**src/rtl/spi_reg_pkg.sv**
```systemverilog
// Shared constants, frame layout and FSM states for the SPI register-config block.
// Latency: n/a (definitions only); backpressure: n/a.
package spi_reg_pkg;

  localparam int         FRAME_BITS = 16;
  localparam logic [4:0] CNT_FULL   = 5'(FRAME_BITS);
  localparam logic [4:0] CNT_SAT    = 5'(FRAME_BITS + 1);

  localparam logic [6:0] ADDR_EN_OUT_7_0  = 7'h00;
  localparam logic [6:0] ADDR_EN_OUT_15_8 = 7'h01;
  localparam logic [6:0] ADDR_EN_PWM_7_0  = 7'h02;
  localparam logic [6:0] ADDR_EN_PWM_15_8 = 7'h03;
  localparam logic [6:0] ADDR_PWM_DUTY    = 7'h04;

  typedef enum logic [1:0] {
    IDLE,
    SHIFT,
    COMMIT
  } state_t;

  typedef struct packed {
    logic       wr;
    logic [6:0] addr;
    logic [7:0] dat;
  } frame_t;

endpackage

```
**src/rtl/spi_reg_config_sync_edge.sv**
```systemverilog
// Multi-flop synchroniser for one async pin plus rising/falling edge detect.
// Latency: STAGES cycles to level/edge outputs; backpressure: none.
module sync_edge #(
  parameter int   STAGES  = 2,
  parameter logic RST_VAL = 1'b0
) (
  input  logic clk,
  input  logic rst_n,
  input  logic i_pin,
  output logic o_level,
  output logic o_rise,
  output logic o_fall
);

  logic [STAGES-1:0] r_sync;
  logic              r_prev;

  always_ff @(posedge clk) begin
    if (!rst_n) begin
      r_sync <= {STAGES{RST_VAL}};
      r_prev <= RST_VAL;
    end else begin
      r_sync <= {r_sync[STAGES-2:0], i_pin};
      r_prev <= r_sync[STAGES-1];
    end
  end

  assign o_level = r_sync[STAGES-1];
  assign o_rise  = r_sync[STAGES-1] & ~r_prev;
  assign o_fall  = ~r_sync[STAGES-1] & r_prev;

endmodule

```
**src/rtl/spi_reg_config.sv**
```systemverilog
// SPI mode-0 write-only controller committing 16-bit frames into five PWM config registers.
// Latency: registers update SYNC_STAGES+2 clk after ncs rises; backpressure: none (SPI timing assumed).
module spi_reg_config
  import spi_reg_pkg::*;
#(
  parameter int         SYNC_STAGES = 2,
  parameter logic [6:0] MAX_ADDR    = 7'h04
) (
  input  logic       clk,
  input  logic       rst_n,
  input  logic       sclk,
  input  logic       copi,
  input  logic       ncs,
  output logic [7:0] en_reg_out_7_0,
  output logic [7:0] en_reg_out_15_8,
  output logic [7:0] en_reg_pwm_7_0,
  output logic [7:0] en_reg_pwm_15_8,
  output logic [7:0] pwm_duty_cycle,
  output logic       commit
);

  logic w_sclk_lvl, w_sclk_rise, w_sclk_fall;
  logic w_copi_lvl, w_copi_rise, w_copi_fall;
  logic w_ncs_lvl,  w_ncs_rise,  w_ncs_fall;

  sync_edge #(.STAGES(SYNC_STAGES), .RST_VAL(1'b0)) u_sync_sclk (
    .clk     (clk),
    .rst_n   (rst_n),
    .i_pin   (sclk),
    .o_level (w_sclk_lvl),
    .o_rise  (w_sclk_rise),
    .o_fall  (w_sclk_fall)
  );

  sync_edge #(.STAGES(SYNC_STAGES), .RST_VAL(1'b0)) u_sync_copi (
    .clk     (clk),
    .rst_n   (rst_n),
    .i_pin   (copi),
    .o_level (w_copi_lvl),
    .o_rise  (w_copi_rise),
    .o_fall  (w_copi_fall)
  );

  sync_edge #(.STAGES(SYNC_STAGES), .RST_VAL(1'b1)) u_sync_ncs (
    .clk     (clk),
    .rst_n   (rst_n),
    .i_pin   (ncs),
    .o_level (w_ncs_lvl),
    .o_rise  (w_ncs_rise),
    .o_fall  (w_ncs_fall)
  );

  // Only sclk rise, ncs edges and the copi level drive the datapath.
  logic w_unused;
  assign w_unused = ^{w_sclk_lvl, w_sclk_fall, w_copi_rise, w_copi_fall, w_ncs_lvl};

  state_t      r_state, w_state_nxt;
  logic [4:0]  r_cnt;
  logic [15:0] r_shift;
  frame_t      w_frame;
  logic        w_clear, w_shift_en, w_wr_en;

  logic [7:0]  r_en_out_lo, r_en_out_hi, r_en_pwm_lo, r_en_pwm_hi, r_duty;

  assign w_frame = r_shift;

  always_ff @(posedge clk) begin
    if (!rst_n) begin
      r_state <= IDLE;
    end else begin
      r_state <= w_state_nxt;
    end
  end

  // An ncs rise in SHIFT takes priority, so a coincident sclk rise is dropped.
  always_comb begin
    w_state_nxt = r_state;
    w_clear     = 1'b0;
    w_shift_en  = 1'b0;
    w_wr_en     = 1'b0;
    unique case (r_state)
      IDLE: begin
        if (w_ncs_fall) begin
          w_clear     = 1'b1;
          w_state_nxt = SHIFT;
        end
      end
      SHIFT: begin
        if (w_ncs_rise) begin
          w_state_nxt = COMMIT;
        end else if (w_sclk_rise) begin
          w_shift_en = 1'b1;
        end
      end
      COMMIT: begin
        w_wr_en     = (r_cnt == CNT_FULL) && w_frame.wr && (w_frame.addr <= MAX_ADDR);
        w_state_nxt = IDLE;
      end
      default: begin
        w_state_nxt = IDLE;
      end
    endcase
  end

  // Counter saturates at 17 so any overlong frame can never look like exactly 16 bits.
  always_ff @(posedge clk) begin
    if (!rst_n) begin
      r_cnt   <= '0;
      r_shift <= '0;
    end else if (w_clear) begin
      r_cnt   <= '0;
      r_shift <= '0;
    end else if (w_shift_en) begin
      r_shift <= {r_shift[14:0], w_copi_lvl};
      if (r_cnt != CNT_SAT) begin
        r_cnt <= r_cnt + 5'd1;
      end
    end
  end

  always_ff @(posedge clk) begin
    if (!rst_n) begin
      r_en_out_lo <= '0;
      r_en_out_hi <= '0;
      r_en_pwm_lo <= '0;
      r_en_pwm_hi <= '0;
      r_duty      <= '0;
    end else if (w_wr_en) begin
      unique case (w_frame.addr)
        ADDR_EN_OUT_7_0:  r_en_out_lo <= w_frame.dat;
        ADDR_EN_OUT_15_8: r_en_out_hi <= w_frame.dat;
        ADDR_EN_PWM_7_0:  r_en_pwm_lo <= w_frame.dat;
        ADDR_EN_PWM_15_8: r_en_pwm_hi <= w_frame.dat;
        ADDR_PWM_DUTY:    r_duty      <= w_frame.dat;
        default: ;
      endcase
    end
  end

  assign en_reg_out_7_0  = r_en_out_lo;
  assign en_reg_out_15_8 = r_en_out_hi;
  assign en_reg_pwm_7_0  = r_en_pwm_lo;
  assign en_reg_pwm_15_8 = r_en_pwm_hi;
  assign pwm_duty_cycle  = r_duty;
  assign commit          = w_wr_en;

endmodule

```
**config.mk**
```make
export PLATFORM = sky130hd
export DESIGN_NAME = spi_reg_config
export DESIGN_NICKNAME = d
export VERILOG_FILES = /design/src/rtl/spi_reg_pkg.sv /design/src/rtl/spi_reg_config_sync_edge.sv /design/src/rtl/spi_reg_config.sv
export SDC_FILE = /design/constraint.sdc
export NUM_CORES = 1
export LEC_CHECK = 0
export CAP_MARGIN = 20
export CORE_MARGIN = 3
export CORE_UTILIZATION = 45
export CTS_CLUSTER_DIAMETER = 150
export DETAILED_ROUTE_END_ITERATION = 7
export PLACE_DENSITY = 0.72
export SLEW_MARGIN = 20
export SYNTH_ARGS = -nofsm -noshare
export SYNTH_HDL_FRONTEND = slang
export SYNTH_HIERARCHICAL = 1
export SYNTH_SLANG_ARGS = --single-unit
```
**constraint.sdc**
```tcl
create_clock -name clk -period 1.5 [get_ports clk]
set_input_delay 0.3 -clock clk [delete_from_list [all_inputs] [get_ports clk]]
set_output_delay 0.3 -clock clk [all_outputs]
set_load 0.02 [all_outputs]
```
==> results.json, run 1 <==
{
  "setup_violations": 2,
  "finalPower_mw": 3.67,
  "drt_wl_total_mm": 6.11,
  "area.sequential_um2": 1430,
  "drt_iter0_drc": 105,
  "fillers": 450,
  "finalClockSkew_ns": 0.00949,
  "fp.dieH_um": 83.8,
  "grt_antenna_before_repair": 0,
  "via_count": 2222,
  "syn_nets": 289,
  "arrival_ns": 1.42,
  "p_seq_frac": 0.517,
  "cts_num_sinks": 71,
  "hold_path.startpoint": "rst_n",
  "worstSetupPathType": "register to primary output",
  "cts_tree": "yes",
  "worstPathMaxFanout": 2,
  "syn-cell-area_um2": 2720,
  "ctsHoldBuffers": 0,
  "fp.dieW_um": 83.8,
  "io_buffers": 45,
  "crit_required_ns": 1.20,
  "multi_input_area_um2": 1350,
  "cts_root_buffer": "clkbuf_8",
  "finalCritPeriodShare": 1.14,
  "clock_latency_ns": 0.34,
  "cap_violations": 0,
  "grt_util_all_layers": 0.187,
  "dpl.hpwl_mm": 4.17,
  "grt_pass1_vias": 2214,
  "syn_area_per_cell_um2": 9.69,
  "htree_levels": 3,
  "clkPwrFrac": 0.455,
  "run_status": "complete, but fails checks",
  "timing.final.hold_violations": 0,
  "violations": "negative setup slack",
  "swShare": 0.213,
  "num-nets-final": 369,
  "timing.final.ws_setup_ns": -0.216,
  "p_leak_nw": 1.94,
  "clock_path_buffers": 2,
  "max_slew_margin": 0.764,
  "place_congestion": 0.751,
  "drive_gt1_frac": 0.224,
  "via_per_inst": 5.07,
  "startpoint": "r_cnt[1]$_SDFFE_PP0P_",
  "diodes": 0,
  "ir_worst_vdd_mv": 0.706,
  "grt_pass1_wl_mm": 10.4,
  "period_minus_slack_ns": 1.72,
  "finalMaxSlewViolations": 0,
  "drc": 0,
  "grt_max_degree": 30,
  "antenna_left": 0,
  "critPathCaptureType": "primary output",
  "num_rows": 27,
  "rsz0062_at_grt": "yes",
  "area_growth_pct": 43.2,
  "fmax_mhz": 583,
  "cp-start-kind": "register",
  "path_clk_slew_ns": 0.07,
  "syn_inst": 281,
  "io_pins": 46,
  "hold_ws_ns": 0.368,
  "yosysWarningCount": 6,
  "worstHoldPathType": "primary input to register",
  "dr.pass1.iters": 4,
  "start_util": 0.480,
  "grt.overflow.total": 0,
  "worstMarginPinSlew_ns": 0.349,
  "coreArea_um2": 5680,
  "internal_power_mw": 2.89,
  "switching_power_uw": 783,
  "die-area_um2": 7020,
  "comb_power_share": 0.028,
  "power_density_nw_per_um2": 943,
  "post_drt_wl_per_cell_um": 13.9,
  "r2r-start": "r_cnt[1]$_SDFFE_PP0P_",
  "numCtsBuffers": 9
}
[final timing paths]
kind / to / slack, ns / cells after the start
worst max-delay path: commit / -0.22 / 5
worst min-delay path: u_sync_sclk/r_prev$_SDFF_PN0_ / 0.37 / 2
worst max register to register: r_cnt[2]$_SDFFE_PP0P_ / -0.01 / 6
worst min register to register: u_sync_ncs/r_sync[1]$_SDFF_PN1_ / 0.41 / 1
[routing by layer]
metal,wire (um),vias up,track usage
li1,-,1118,-
met5,0,-,0
met4,55,0,0.0570
met1,2520,1045,0.219
met3,383,6,0.0681
met2,3150,53,0.319
[through the flow]
stage | setup WS, ns | utilization | setup TNS (ns) | cells | area (um2)
4_1_cts | -0.241 | 0.669 | -0.438 | 437 | 3800
6_report | -0.216 | 0.687 | -0.231 | 438 | 3900
3_5_place_dp | -0.364 | 0.631 | -0.364 | 419 | 3580
2_1_floorplan | -0.0402 | - | -1.63 | 281 | 2720
5_1_grt | -0.285 | 0.687 | -0.638 | 438 | 3900
3_3_place_gp | -0.338 | 0.631 | -0.338 | 419 | 3580
[power by group through the flow]
stage,clock network (mW),logic [mW],registers (mW)
floorplan,0,0.0461,1.94
global placement,0,0.0972,1.94
detailed placement,0,0.0977,1.94
CTS,1.72,0.0990,1.90
global route,1.80,0.114,1.90
finish,1.67,0.104,1.90
[what timing repair did]
item,CTS,global route
setup endpoints to repair,41,37
buffers inserted,2,4
gates resized for setup,54,15
pin swaps,4,6
[worst max-delay path, stage by stage (launching register included)]
cell,delay [ns]
dfxtp_2,0.32
inv_2,0.07
ha_4,0.12
nor4b_4,0.20
and4_4,0.25
buf_6,0.11
[state kept, by name, indices dropped and copies added, names as in the netlist]
signal and cells:
u_sync_sclk/r_prev 1, u_sync_copi/r_sync 2, pwm_duty_cycle 8, r_state 2, r_shift 16, u_sync_ncs/r_sync 2
en_reg_out_7_0 8, en_reg_pwm_15_8 8, en_reg_out_15_8 8, u_sync_ncs/r_prev 1, r_cnt 5, u_sync_sclk/r_sync 2
en_reg_pwm_7_0 8
[layout by cell type, fill, tap and decap left out, types with 2 or more instances in the layout]
master / n
buf_12: 9
o21ai_0: 6
mux2i_1: 40
nand2b_1: 3
nor4b_1: 2
inv_2: 2
inv_1: 2
nand4_2: 4
and2_1: 5
dfxtp_1: 67
nand2_1: 82
nand3_1: 4
buf_4: 29
clkdlybuf4s50_1: 3
dlygate4sd2_1: 40
bufinv_16: 2
clkinv_4: 2
dfxtp_2: 4
nor3_1: 2
ha_4: 2
nor4bb_4: 2
clkbuf_8: 9
a21oi_1: 20
[area by class of cell]
type / count / area share
Sequential cell: 71 / 0.366
Timing Repair Buffer: 83 / 0.204
Inverter: 4 / 0.00385
Tap cell: 72 / 0.0231
Multi-Input combinational cell: 192 / 0.346
Clock inverter: 6 / 0.0241
Clock buffer: 10 / 0.0327
Note: power is estimated with default switching activity, not from simulation.
==> run 2, diff against run 1 <==
- CELL_PAD_IN_SITES_DETAIL_PLACEMENT: not set -> 1
- CELL_PAD_IN_SITES_GLOBAL_PLACEMENT: not set -> 1
- CORE_UTILIZATION: 45 -> 36
- PLACE_DENSITY: 0.72 -> not set
- PLACE_DENSITY_LB_ADDON: not set -> 0.1
==> run 2 against run 1 <==
The flow still finishes with violations (negative setup slack). Critical path type unchanged. Cell area up 2.2%. Non-clock buffer count unchanged. Largest cell class unchanged. First-iteration DRC count down 33%.
==> results.json, run 2 (synthesized netlist as in run 1, its figures left out) <==
{
  "clock_latency_ns": 0.33,
  "finalPower_mw": 3.73,
  "area.sequential_um2": 1430,
  "multi_input_area_um2": 1390,
  "grt.overflow.total": 0,
  "max_slew_margin": 0.686,
  "cts_num_sinks": 71,
  "hold_ws_ns": 0.326,
  "path_clk_slew_ns": 0.07,
  "finalMaxSlewViolations": 0,
  "grt_pass1_vias": 2308,
  "cts_tree": "yes",
  "drt_wl_total_mm": 7.09,
  "arrival_ns": 1.43,
  "largest_register_ffs": 16,
  "num_rows": 31,
  "worstHoldPathType": "primary input to register",
  "cap_violations": 0,
  "grt_util_all_layers": 0.169,
  "finalClockSkew_ns": 0.00864,
  "num-nets-final": 369,
  "drt_iter0_drc": 70,
  "fp.dieH_um": 93.0,
  "numCtsBuffers": 9,
  "fmax_mhz": 579,
  "via_per_inst": 4.79,
  "fp.dieW_um": 93.0,
  "worstMarginPinSlew_ns": 0.466,
  "cp-start-kind": "register",
  "coreArea_um2": 7290,
  "cts_root_buffer": "clkbuf_8",
  "top_register": "r_shift",
  "dpl.hpwl_mm": 4.70,
  "drc": 0,
  "cpLargestDelayFamily": "simple AND/OR/NAND/NOR gates",
  "via_count": 2227,
  "grt_pass1_wl_mm": 11.4,
  "cpPeakStageDelay_ns": 0.34,
  "worstPathMaxFanout": 2,
  "place_congestion": 0.737,
  "crit_required_ns": 1.20,
  "clock_path_buffers": 2,
  "most-common-layout-cells": "nand2_1 (81), dfxtp_1 (67), mux2i_1 (41), dlygate4sd2_1 (40), buf_4 (27)",
  "violations": "negative setup slack",
  "setup_violations": 37,
  "post_drt_wl_per_cell_um": 15.3,
  "cp_cell_sequence": "nor4bb_4 -> buf_4 -> and4_4 -> buf_6",
  "fillers": 848,
  "io_pins": 46,
  "drive_gt1_frac": 0.238,
  "ir_worst_vdd_mv": 0.485,
  "layout_commonest_cell": "nand2_1",
  "io_buffers": 45,
  "rsz0062_at_grt": "yes",
  "dr.pass1.iters": 4,
  "htree_levels": 3,
  "timing.final.hold_violations": 0,
  "start_util": 0.373,
  "critPathBufInv": 2,
  "diodes": 0,
  "fin_tns_setup_ns": -0.757,
  "grt_max_degree": 40,
  "period_minus_slack_ns": 1.73,
  "grt_antenna_before_repair": 0,
  "antenna_left": 0,
  "run_status": "complete, but fails checks",
  "power_density_nw_per_um2": 937,
  "timing.final.ws_setup_ns": -0.227,
  "worstSetupPathType": "register to primary output",
  "ctsHoldBuffers": 0,
  "area_growth_pct": 46.2,
  "p_leak_nw": 1.87,
  "critPathCaptureType": "primary output",
  "crit_path_top_delay_cell": "dfxtp_1",
  "finalCritPeriodShare": 1.15,
  "die-area_um2": 8640
}
## run 2: cell count changes in the layout (fill, tap and decap cells not counted), sizes merged
| cell | delta |
|---|---|
| clkbuf | +1 |
| clkinv | -1 |
| clkinvlp | +1 |
| inv | -1 |
## run 2: final cells by class
| type | instances | share of cell area |
|---|---|---|
| inverter | 4 | 0.00377 |
| sequential | 71 | 0.358 |
| clock inverter | 5 | 0.0201 |
| clock buffer | 11 | 0.0380 |
| timing repair buffer | 83 | 0.200 |
| tap | 99 | 0.0311 |
| multi-input combinational | 192 | 0.349 |
## run 2: layer usage
metal	GRT usage	part of all wire	vias to the layer above
met2	0.278	0.50	27
met3	0.0341	0.025	6
li1	-	-	1114
met5	0	0	-
met1	0.216	0.47	1080
met4	0.0696	0.010	0
## run 2: report_power, final
part | switching, mW | internal, mW
Clock | 0.707 | 1.02
Sequential | 0.00452 | 1.89
Combinational | 0.0561 | 0.0427
## run 2: per-stage QoR
stage / cell area (um2) / worst slack, ns / std cells / util
after floorplan: 2720 / -0.0402 / 281 / -
after global placement: 3590 / -0.422 / 444 / 0.492
after detailed placement: 3590 / -0.433 / 444 / 0.492
after CTS: 3810 / -0.249 / 461 / 0.522
after global routing: 3980 / -0.309 / 465 / 0.546
final: 3980 / -0.227 / 465 / 0.546
## run 2: what timing repair did
item / in CTS / in global routing
pin swaps: 2 / 6
endpoints found under the setup margin: 82 / 62
setup buffers: 1 / 4
resized for setup: 54 / 25
## run 2: worst paths after layout
check / slack, ns / endpoint / from / depth (start not counted)
worst max-delay path: -0.23 / commit / r_shift[14]$_SDFFE_PP0P_ / 4
worst min-delay path: 0.33 / u_sync_ncs/r_sync[0]$_SDFF_PN1_ / rst_n / 2
worst max register to register: -0.14 / r_cnt[2]$_SDFFE_PP0P_ / r_cnt[1]$_SDFFE_PP0P_ / 7
worst min register to register: 0.41 / u_sync_ncs/r_sync[1]$_SDFF_PN1_ / u_sync_ncs/r_sync[0]$_SDFF_PN1_ / 1
==> run 3, diff against run 2 <==
- SYNTH_HIERARCHICAL: 1 -> not set
==> run 3 against run 2 <==
The flow still finishes with violations (negative setup slack). Worst hold slack improved by 0.065 ns. Sequential power barely moved. Highest routed layer unchanged. Wire length fell by 4.4%. Core utilization fell by 3.2 points. Global-route usage fell by 0.098 points. Clock power barely moved. Cell area fell by 5.9%. Synthesized area rose by 0.18%. Setup slack got worse by 0.13 ns. Non-clock buffer count fell by 5. Register-to-register slack got worse by 0.10 ns. Combinational power fell by 7.6%.
==> results.json, run 3 <==
{
  "die-area_um2": 8660,
  "utilization": 0.514,
  "synth_area_leaders": "dfxtp_1 (52%), mux2i_1 (15%), nand2_1 (11%)",
  "ys.flop_type": "dfxtp_1",
  "via_per_inst": 4.78,
  "fin_tns_setup_ns": -7.90,
  "critPathCaptureType": "primary output",
  "num-nets-final": 364,
  "coreArea_um2": 7290,
  "grt_pass1_wl_mm": 11.3,
  "timing.final.ws_setup_ns": -0.361,
  "internal_power_mw": 2.91,
  "grt_pass1_vias": 2275,
  "maxUsedRoutingLayer": "met4",
  "syn_inst": 280,
  "finalCritPeriodShare": 1.24,
  "synth_seq_cells": 71,
  "grt_util_all_layers": 0.168,
  "largest_register_ffs": 16,
  "placed_area_um2": 3480,
  "rsz0062_at_grt": "yes",
  "power_density_nw_per_um2": 985,
  "antenna_left": 0,
  "worstPathMaxFanout": 2,
  "yosys.area.top_type": "dfxtp_1",
  "worstMarginPinSlew_ns": 0.357,
  "cp-start-kind": "register",
  "fp.dieH_um": 93.0,
  "layout_commonest_cell": "nand2_1",
  "period_minus_slack_ns": 1.86,
  "fp.dieW_um": 93.0,
  "wl_met2_mm": 3.29,
  "clock_path_buffers": 2,
  "clkPwrFrac": 0.461,
  "arrival_ns": 1.56,
  "syn_area_per_cell_um2": 9.74,
  "worstSetupPathType": "register to primary output",
  "dpl.hpwl_mm": 4.77,
  "ys_seq_area_frac": 0.521,
  "ir_worst_vdd_mv": 0.496,
  "violations": "negative setup slack",
  "area_growth_pct": 37.3,
  "timing.final.hold_violations": 0,
  "synth_edf_count": 0,
  "post_drt_wl_per_cell_um": 14.7,
  "postLayoutCellArea_um2": 3750,
  "drt_wl_total_mm": 6.78,
  "ys_async_sr_fraction": 0,
  "worstHoldPathType": "primary input to register",
  "max_slew_margin": 0.762,
  "most-common-layout-cells": "nand2_1 (82), dfxtp_1 (68), mux2i_1 (40), dlygate4sd2_1 (40), buf_4 (30)",
  "synthDistinctLibCells": 30,
  "grt_antenna_before_repair": 0,
  "comb_power_share": 0.025,
  "grt_max_degree": 20,
  "io_buffers": 45,
  "finalMaxSlewViolations": 0,
  "cts_num_sinks": 71,
  "syn-cell-area_um2": 2730,
  "yosysMostFrequentCell": "nand2_1",
  "num_rows": 31,
  "place_congestion": 0.749,
  "yosysWarningCount": 0,
  "dr.pass1.iters": 4,
  "numCtsBuffers": 9,
  "drc": 0,
  "switching_power_uw": 776,
  "drt_iter0_drc": 72,
  "io_pins": 46,
  "ctsHoldBuffers": 0,
  "met1_length_mm": 3.12,
  "met3_length_um": 233,
  "finalClockSkew_ns": 0.00873,
  "via_count": 2201,
  "syn_nets": 288,
  "p_seq_frac": 0.515,
  "setup_violations": 41,
  "drive_gt1_frac": 0.197,
  "swShare": 0.210,
  "synth_top_area_frac": 0.521,
  "cts_root_buffer": "clkbuf_8",
  "start_util": 0.374,
  "grt.overflow.total": 0,
  "clock_latency_ns": 0.34,
  "diodes": 0,
  "fmax_mhz": 537,
  "hold_ws_ns": 0.391,
  "run_status": "complete, but fails checks",
  "crit_required_ns": 1.20,
  "path_clk_slew_ns": 0.07,
  "p_leak_nw": 1.79,
  "cts_tree": "yes",
  "top_register": "r_shift",
  "synthTopCellsByCount": "nand2_1 (82), dfxtp_1 (71), mux2i_1 (40), a21oi_1 (19), clkbuf_1 (10)",
  "cap_violations": 0,
  "htree_levels": 3
}
==> run 3: final timing paths <==
| check | startpoint | to | slack [ns] | cells after the start |
|---|---|---|---|---|
| min reg2reg | u_sync_ncs.r_sync[0]$_SDFF_PN1_ | u_sync_ncs.r_sync[1]$_SDFF_PN1_ | 0.41 | 1 |
| max | r_cnt[0]$_SDFFE_PP0P_ | commit | -0.36 | 6 |
| max reg2reg | r_cnt[0]$_SDFFE_PP0P_ | en_reg_pwm_7_0[1]$_SDFFE_PN0P_ | -0.24 | 8 |
| min | rst_n | en_reg_out_15_8[1]$_SDFFE_PN0P_ | 0.39 | 3 |
==> run 3: kinds of logic (layout without fill, tap and decap cells) <==
group	after synthesis	in the layout	synth area share
adders and majority gates	3	3	0.0138
and+or+nand+nor	124	124	0.240
DFF	71	71	0.521
xor gates and xnor gates	3	3	0.00963
buffers and inverters	17	98	0.0271
AOI/OAI and AO/OA	22	22	0.0413
muxes	40	40	0.147
==> run 3: area by class of cell <==
| class | count | area [um2] |
|---|---|---|
| inverter | 4 | 15.0 |
| clock inverter | 5 | 81.3 |
| multi-input combinational | 192 | 1300 |
| timing repair buffer | 78 | 659 |
| clock buffer | 11 | 141 |
| fill | 880 | 3550 |
| tap | 99 | 124 |
| sequential | 71 | 1430 |
==> run 3: timing repair <==
action	4_1_cts	5_1_grt
pin swaps	2	7
setup endpoints to repair	83	50
buffers inserted	2	3
gates resized for setup	48	14
==> run 3: power by group through the flow <==
stage	sequential, mW	combinational, mW	clock (mW)
5_1_grt	1.90	0.102	1.84
6_report	1.90	0.0913	1.70
3_3_place_gp	1.94	0.0872	0
4_1_cts	1.90	0.0907	1.75
3_5_place_dp	1.94	0.0883	0
2_1_floorplan	1.94	0.0471	0
==> run 3: through the flow <==
step	instances	total power [mW]	worst slack, ns
global route	460	3.84	-0.447
detailed placement	441	2.03	-0.515
floorplan	280	1.99	-0.0291
finish	460	3.69	-0.361
global placement	441	2.03	-0.474
CTS	458	3.74	-0.404
==> run 3: routing by layer <==
layer  GRT usage  vias to the layer above
met5           0                        -
met4      0.0879                        0
met3      0.0314                       10
met2       0.277                       37
met1       0.209                     1068
li1            -                     1086
==> run 3: critical path, cell delays in order (launching register included) <==
cell and delay [ns]:
dfxtp_2 0.33, inv_2 0.07, ha_4 0.13, nor4bb_4 0.17, and4_4 0.25, and3_4 0.17, buf_6 0.11
